**config.mk**
```make
export PLATFORM = sky130hd
export DESIGN_NAME = jtag_tap_multi
export DESIGN_NICKNAME = d
export VERILOG_FILES = /design/src/rtl/jtag_pkg.sv /design/src/rtl/tap_fsm.sv /design/src/rtl/jtag_tap_multi.sv
export SDC_FILE = /design/constraint.sdc
export NUM_CORES = 1
export LEC_CHECK = 0
export BUFFER_PORTS_ARGS = -buffer_cell sky130_fd_sc_hd__buf_4
export CORE_MARGIN = 1
export CORE_UTILIZATION = 40
export DETAILED_ROUTE_END_ITERATION = 16
export MAX_ROUTING_LAYER = met4
export PLACE_DENSITY_LB_ADDON = 0.2
export SLEW_MARGIN = 20
export SYNTH_ARGS = -nofsm -noshare
export SYNTH_HDL_FRONTEND = slang
export SYNTH_HIERARCHICAL = 1
export SYNTH_SLANG_ARGS = --single-unit
```
**constraint.sdc**
```tcl
create_clock -name TCLK -period 2.35 [get_ports TCLK]
set_clock_uncertainty 0.15 [all_clocks]
set_input_delay 0.235 -clock TCLK [delete_from_list [all_inputs] [get_ports TCLK]]
set_output_delay 0.235 -clock TCLK [all_outputs]
set_load 0.005 [all_outputs]
```
**src/rtl/jtag_pkg.sv**
```systemverilog
// Shared TAP definitions: 1149.1 state encodings,
// next-state rule and the reserved BYPASS opcode.
package jtag_pkg;

    typedef enum logic [3:0] {
        EX2_DR = 4'h0,
        EX1_DR = 4'h1,
        SH_DR  = 4'h2,
        PAU_DR = 4'h3,
        SEL_IR = 4'h4,
        UPD_DR = 4'h5,
        CAP_DR = 4'h6,
        SEL_DR = 4'h7,
        EX2_IR = 4'h8,
        EX1_IR = 4'h9,
        SH_IR  = 4'hA,
        PAU_IR = 4'hB,
        RTI    = 4'hC,
        UPD_IR = 4'hD,
        CAP_IR = 4'hE,
        TLR    = 4'hF
    } tap_state_t;

    // All-ones opcode; sliced to the IR width at the point of use
    localparam logic [31:0] BYPASS_OP = '1;

    function automatic tap_state_t tap_next(input tap_state_t s,
                                            input logic tms);
        tap_state_t n;
        case (s)
            TLR:     n = tms ? TLR    : RTI;
            RTI:     n = tms ? SEL_DR : RTI;
            SEL_DR:  n = tms ? SEL_IR : CAP_DR;
            CAP_DR:  n = tms ? EX1_DR : SH_DR;
            SH_DR:   n = tms ? EX1_DR : SH_DR;
            EX1_DR:  n = tms ? UPD_DR : PAU_DR;
            PAU_DR:  n = tms ? EX2_DR : PAU_DR;
            EX2_DR:  n = tms ? UPD_DR : SH_DR;
            UPD_DR:  n = tms ? SEL_DR : RTI;
            SEL_IR:  n = tms ? TLR    : CAP_IR;
            CAP_IR:  n = tms ? EX1_IR : SH_IR;
            SH_IR:   n = tms ? EX1_IR : SH_IR;
            EX1_IR:  n = tms ? UPD_IR : PAU_IR;
            PAU_IR:  n = tms ? EX2_IR : PAU_IR;
            EX2_IR:  n = tms ? UPD_IR : SH_IR;
            UPD_IR:  n = tms ? SEL_DR : RTI;
            default: n = TLR;
        endcase
        return n;
    endfunction

endpackage

```
**src/rtl/tap_fsm.sv**
```systemverilog
// 16-state TAP controller with state decodes used
// by the instruction/data registers in the top.
module tap_fsm
    import jtag_pkg::*;
(
    input  logic clk,
    input  logic rst,
    input  logic tms,
    output logic tlr,
    output logic tlr_next,
    output logic cap_dr,
    output logic sh_dr,
    output logic upd_dr,
    output logic cap_ir,
    output logic sh_ir,
    output logic upd_ir
);

    tap_state_t state_q;
    tap_state_t state_d;

    // Next state straight from the 1149.1 transition rule
    always_comb begin
        state_d = tap_next(state_q, tms);
    end

    // State register; reset parks the controller in TLR
    always_ff @(posedge clk or posedge rst) begin
        if (rst) begin
            state_q <= TLR;
        end else begin
            state_q <= state_d;
        end
    end

    // State decodes; each acts on the edge leaving the state
    always_comb begin
        tlr      = (state_q == TLR);
        tlr_next = (state_d == TLR);
        cap_dr   = (state_q == CAP_DR);
        sh_dr    = (state_q == SH_DR);
        upd_dr   = (state_q == UPD_DR);
        cap_ir   = (state_q == CAP_IR);
        sh_ir    = (state_q == SH_IR);
        upd_ir   = (state_q == UPD_IR);
    end

endmodule

```
**src/rtl/jtag_tap_multi.sv**
```systemverilog
// TAP top: IR, IDCODE, bypass, chain decode and
// falling-edge TDO for N_CHAINS external scan chains.
module jtag_tap_multi
    import jtag_pkg::*;
#(
    parameter int              IR_W       = 4,
    parameter int              N_CHAINS   = 2,
    parameter logic [31:0]     IDCODE_VAL = 32'h0000_0001,
    parameter logic [IR_W-1:0] IDCODE_OP  = IR_W'(4'b1110)
) (
    input  logic                TCLK,
    input  logic                TRST,
    input  logic                TMS,
    input  logic                TDI,
    output logic                TDO,
    output logic                TDO_EN,
    input  logic [N_CHAINS-1:0] chain_tdo,
    output logic [N_CHAINS-1:0] dr_capture,
    output logic [N_CHAINS-1:0] dr_shift,
    output logic [N_CHAINS-1:0] dr_update,
    output logic [IR_W-1:0]     ir_q,
    output logic                tlr
);

    logic tlr_next;
    logic cap_dr;
    logic sh_dr;
    logic upd_dr;
    logic cap_ir;
    logic sh_ir;
    logic upd_ir;

    tap_fsm u_fsm (
        .clk      (TCLK),
        .rst      (TRST),
        .tms      (TMS),
        .tlr      (tlr),
        .tlr_next (tlr_next),
        .cap_dr   (cap_dr),
        .sh_dr    (sh_dr),
        .upd_dr   (upd_dr),
        .cap_ir   (cap_ir),
        .sh_ir    (sh_ir),
        .upd_ir   (upd_ir)
    );

    logic [IR_W-1:0]     ir_d;
    logic [IR_W-1:0]     ir_sr_q;
    logic [IR_W-1:0]     ir_sr_d;
    logic [31:0]         id_sr_q;
    logic [31:0]         id_sr_d;
    logic                byp_q;
    logic                byp_d;
    logic                tdo_q;
    logic                tdo_d;
    logic                tdo_en_q;
    logic                tdo_en_d;
    logic [N_CHAINS-1:0] chain_oh;
    logic                sel_id;
    logic                sel_byp;
    logic                dr_tdo;

    // Instruction decode: chain one-hot, IDCODE, or bypass fallback
    always_comb begin
        chain_oh = '0;
        for (int k = 0; k < N_CHAINS; k++) begin
            if (ir_q == IR_W'(k)) begin
                chain_oh[k] = 1'b1;
            end
        end
        sel_id  = (ir_q == IDCODE_OP);
        sel_byp = (ir_q == BYPASS_OP[IR_W-1:0]) ||
                  (!(|chain_oh) && !sel_id);
    end

    // Chain strobes gated by the selected chain
    always_comb begin
        dr_capture = {N_CHAINS{cap_dr}} & chain_oh;
        dr_shift   = {N_CHAINS{sh_dr}}  & chain_oh;
        dr_update  = {N_CHAINS{upd_dr}} & chain_oh;
    end

    // IR shifter and instruction latch; entering TLR forces IDCODE
    always_comb begin
        ir_sr_d = ir_sr_q;
        if (cap_ir) begin
            ir_sr_d = IR_W'(2'b01);
        end else if (sh_ir) begin
            ir_sr_d = {TDI, ir_sr_q[IR_W-1:1]};
        end
        ir_d = ir_q;
        if (tlr_next) begin
            ir_d = IDCODE_OP;
        end else if (upd_ir) begin
            ir_d = ir_sr_q;
        end
    end

    // IDCODE and bypass registers move only while selected
    always_comb begin
        id_sr_d = id_sr_q;
        if (sel_id && cap_dr) begin
            id_sr_d = IDCODE_VAL;
        end else if (sel_id && sh_dr) begin
            id_sr_d = {TDI, id_sr_q[31:1]};
        end
        byp_d = byp_q;
        if (sel_byp && cap_dr) begin
            byp_d = 1'b0;
        end else if (sel_byp && sh_dr) begin
            byp_d = TDI;
        end
    end

    // Rising-edge register state
    always_ff @(posedge TCLK or posedge TRST) begin
        if (TRST) begin
            ir_q    <= IDCODE_OP;
            ir_sr_q <= '0;
            id_sr_q <= IDCODE_VAL;
            byp_q   <= 1'b0;
        end else begin
            ir_q    <= ir_d;
            ir_sr_q <= ir_sr_d;
            id_sr_q <= id_sr_d;
            byp_q   <= byp_d;
        end
    end

    // TDO source select; value holds outside the shift states
    always_comb begin
        if (|chain_oh) begin
            dr_tdo = |(chain_oh & chain_tdo);
        end else if (sel_id) begin
            dr_tdo = id_sr_q[0];
        end else begin
            dr_tdo = byp_q;
        end
        tdo_d = tdo_q;
        if (sh_ir) begin
            tdo_d = ir_sr_q[0];
        end else if (sh_dr) begin
            tdo_d = dr_tdo;
        end
        tdo_en_d = sh_ir | sh_dr;
    end

    // Falling-edge output stage
    always_ff @(negedge TCLK or posedge TRST) begin
        if (TRST) begin
            tdo_q    <= 1'b0;
            tdo_en_q <= 1'b0;
        end else begin
            tdo_q    <= tdo_d;
            tdo_en_q <= tdo_en_d;
        end
    end

    assign TDO    = tdo_q;
    assign TDO_EN = tdo_en_q;

endmodule

```
==> impl_metrics.yaml <==
cts:
  cts_max_level: 2
  cts_buffers: 5
  clock_sinks: 47
  clk_latency_ps: 300
  cts.path.max_buffers: 2
  cts_tree: "yes"
  cts.clk_slew.worst_paths_ps: 80
  cts-root-buf: "clkbuf_8"
floorplanning:
  die_y_um: 76.89
  dieArea_um2: 5912
  die_w_um: 76.89
  start_util_pct: 42.83
  io_pins: 19
  num_rows: 26
  coreArea_um2: 5238
global_route:
  antenna_found_initial: 0
  gr-usage-all-layers_pct: 17.23
  grt_pass1_vias: 1665
  grt_first_pass_wirelength_mm: 7.879
  grt_max_degree: 42
  overflow: 0
setup_path:
  cp.required_ps: 1160
  start_kind: "flop"
  worstSetupPathType: "flop to flop"
  end_kind: "flop"
  path_max_fanout: 3
  crit_arrival_ps: 1470
outcome:
  outcome: "finished with violations"
  violations: "negative setup slack"
timing:
  setup-violations-final: 3
  grt_setup_unrepaired: "yes"
  worst_pin_slew_ps: 510.8
  fin_ws_ps: -305.7
  final_max_slew_viol_count: 0
  hold_viol_final: 0
  relSlewSlack_pct: 65.95
  whs_ps: 44.48
power_and_ir_drop:
  clockPowerShare_pct: 22.7
  sw_frac_of_total_pct: 32.15
  p_leak_nw: 1.377
  p_per_area_nw_per_um2: 1027
  p_int_mw: 1.896
  seq_power_share_pct: 39.5
  p_comb_share_pct: 37.8
  peakVddDrop_v: 0.0006132
  power_mw: 2.795
  power_switching_mw: 0.8986
placement:
  gp_congestion: 0.7579
  io_buffers: 18
  hpwl_mm: 2.800
finish:
  layout.nets: 272
  area_growth_pct: 21.36
  diodes: 0
  drive_above_1_share_pct: 28.46
  nFillCells: 493
yosys:
  synth_top_area_share_pct: 41.27
  syn_inst: 230
  synth_cell_type_count: 40
  synth_edf_count: 0
  ys.flop_type: "dfrtp_1"
  synth_area_per_cell_um2: 9.754
  netlist_area_um2: 2243
  synthTopCellsByArea: "dfrtp_1 (41%), nand2_1 (11%), nand3b_1 (10%)"
  synth_commonest_cells: "nand2_1 (68), dfrtp_1 (37), nand3b_1 (30)"
  yosysWarningCount: 6
  synth_largest_area_cell: "dfrtp_1"
  async_flop_share_pct: 100.0
  synth-seq-cells: 47
  seq_area_frac_synth_pct: 52.87
  synth_nets: 236
  yosysMostFrequentCell: "nand2_1"
run:
  cap_violations: 0
routing:
  drc_errors: 0
  drt_iter0_markers: 150
  drtPass1Iterations: 4
  avgViaCountPerCell: 4.875
  wl_per_cell_um: 13.03
  wirelength_mm: 4.391
  vias: 1643
  dr.max_layer_used: "met4"
  dr_wl_met3_um: 141
  ant_nets: 0
  dr_wl_met2_mm: 1.917
  wl_met1_mm: 2.282
worst_hold_path:
  hold_path_class: "primary input to flop"
[what timing repair did]
item	CTS	global route
setup buffers	2	0
pin swaps	3	0
endpoints found under the hold margin	41	0
resized for setup	2	2
hold buffers	1	0
gates cloned	0	1
setup endpoints to repair	4	6
[stage by stage]
step / TNS, ps / worst slack [ps] / instances / area [um2] / utilization [%]
5_1_grt: -656.8 / -377.5 / 337 / 2723 / 51.98
3_5_place_dp: -486.2 / -360.5 / 325 / 2560 / 48.88
2_1_floorplan: -730.6 / -468.2 / 230 / 2285 / -
6_report: -456.6 / -305.7 / 337 / 2723 / 51.98
3_3_place_gp: -407.3 / -316.8 / 325 / 2560 / 48.88
4_1_cts: -491.7 / -309.7 / 336 / 2711 / 51.77
[kinds of logic after synthesis]
family                 count (synthesis)  synth area share (%)
AND/OR/NAND/NOR                      139                 32.40
flip-flops                            47                 52.87
AO/OA/AOI/OAI                         18                 6.135
buffers and inverters                 18                 4.796
multiplexers                           8                 3.792
[power by group through the flow]
stage / Sequential, mW / Clock (mW) / Combinational, mW
floorplan: 1.10 / 0 / 0.663
global placement: 1.11 / 0 / 1.01
detailed placement: 1.12 / 0 / 1.02
CTS: 1.10 / 0.653 / 1.05
global route: 1.12 / 0.680 / 1.16
finish: 1.10 / 0.634 / 1.06
[placed cells by master, fill, tap and decap left out, types with 2 or more instances in the layout]
master	instances
dfrtp_1	37
mux2i_1	4
nor2b_1	6
nand2b_4	2
inv_1	2
a211o_1	4
dfstp_2	8
buf_4	40
o21ai_0	3
nand3_1	3
nor3_1	2
dfrtn_1	2
nor2_1	11
mux2_2	3
clkbuf_8	6
and2_1	3
nand2b_1	3
and3_2	3
nand2_1	68
nand3b_1	30
[path summary, 6_finish.rpt]
kind,start,to,slack [ps],cells after the start
max,u_fsm/state_q[1],TDO,-310,5
min,TMS,u_fsm/state_q[0],40,2
max reg2reg,u_fsm/state_q[1],TDO,-310,5
min reg2reg,id_sr_q[0],id_sr_q[0],320,2
max in group asynchronous,TRST,TDO_EN,650,3
min in group asynchronous,TRST,u_fsm/state_q[1],440,3
[layout make-up]
type	count	area, um2	area share, %
clock buffer	6	82.58	3.033
clock inverter	2	38.79	1.425
inverter	4	18.77	0.6893
multi-input combinational	165	982.2	36.08
sequential	47	1186	43.57
tap	70	87.58	3.217
timing repair buffer	43	326.6	11.99
[critical path: stages, from the launching register on]
cell	delay [ps]
dfstp_2	560
nand2b_4	70
nor3_4	140
inv_2	60
a221oi_2	230
a31oi_1	100
[per-layer routing]
layer  up-vias  GRT usage (%)
met1       778          23.77
met5         -              -
li1        836              -
met3         5          3.571
met4         0          6.346
met2        24          24.91
[state kept, by name, summed over array words and instances (netlist names)]
name	flops
ir_sr_q	4
u_fsm/state_q	4
ir_q	4
TDO_EN	1
byp_q	1
id_sr_q	32
TDO	1
(Power assumes the default switching activity.)
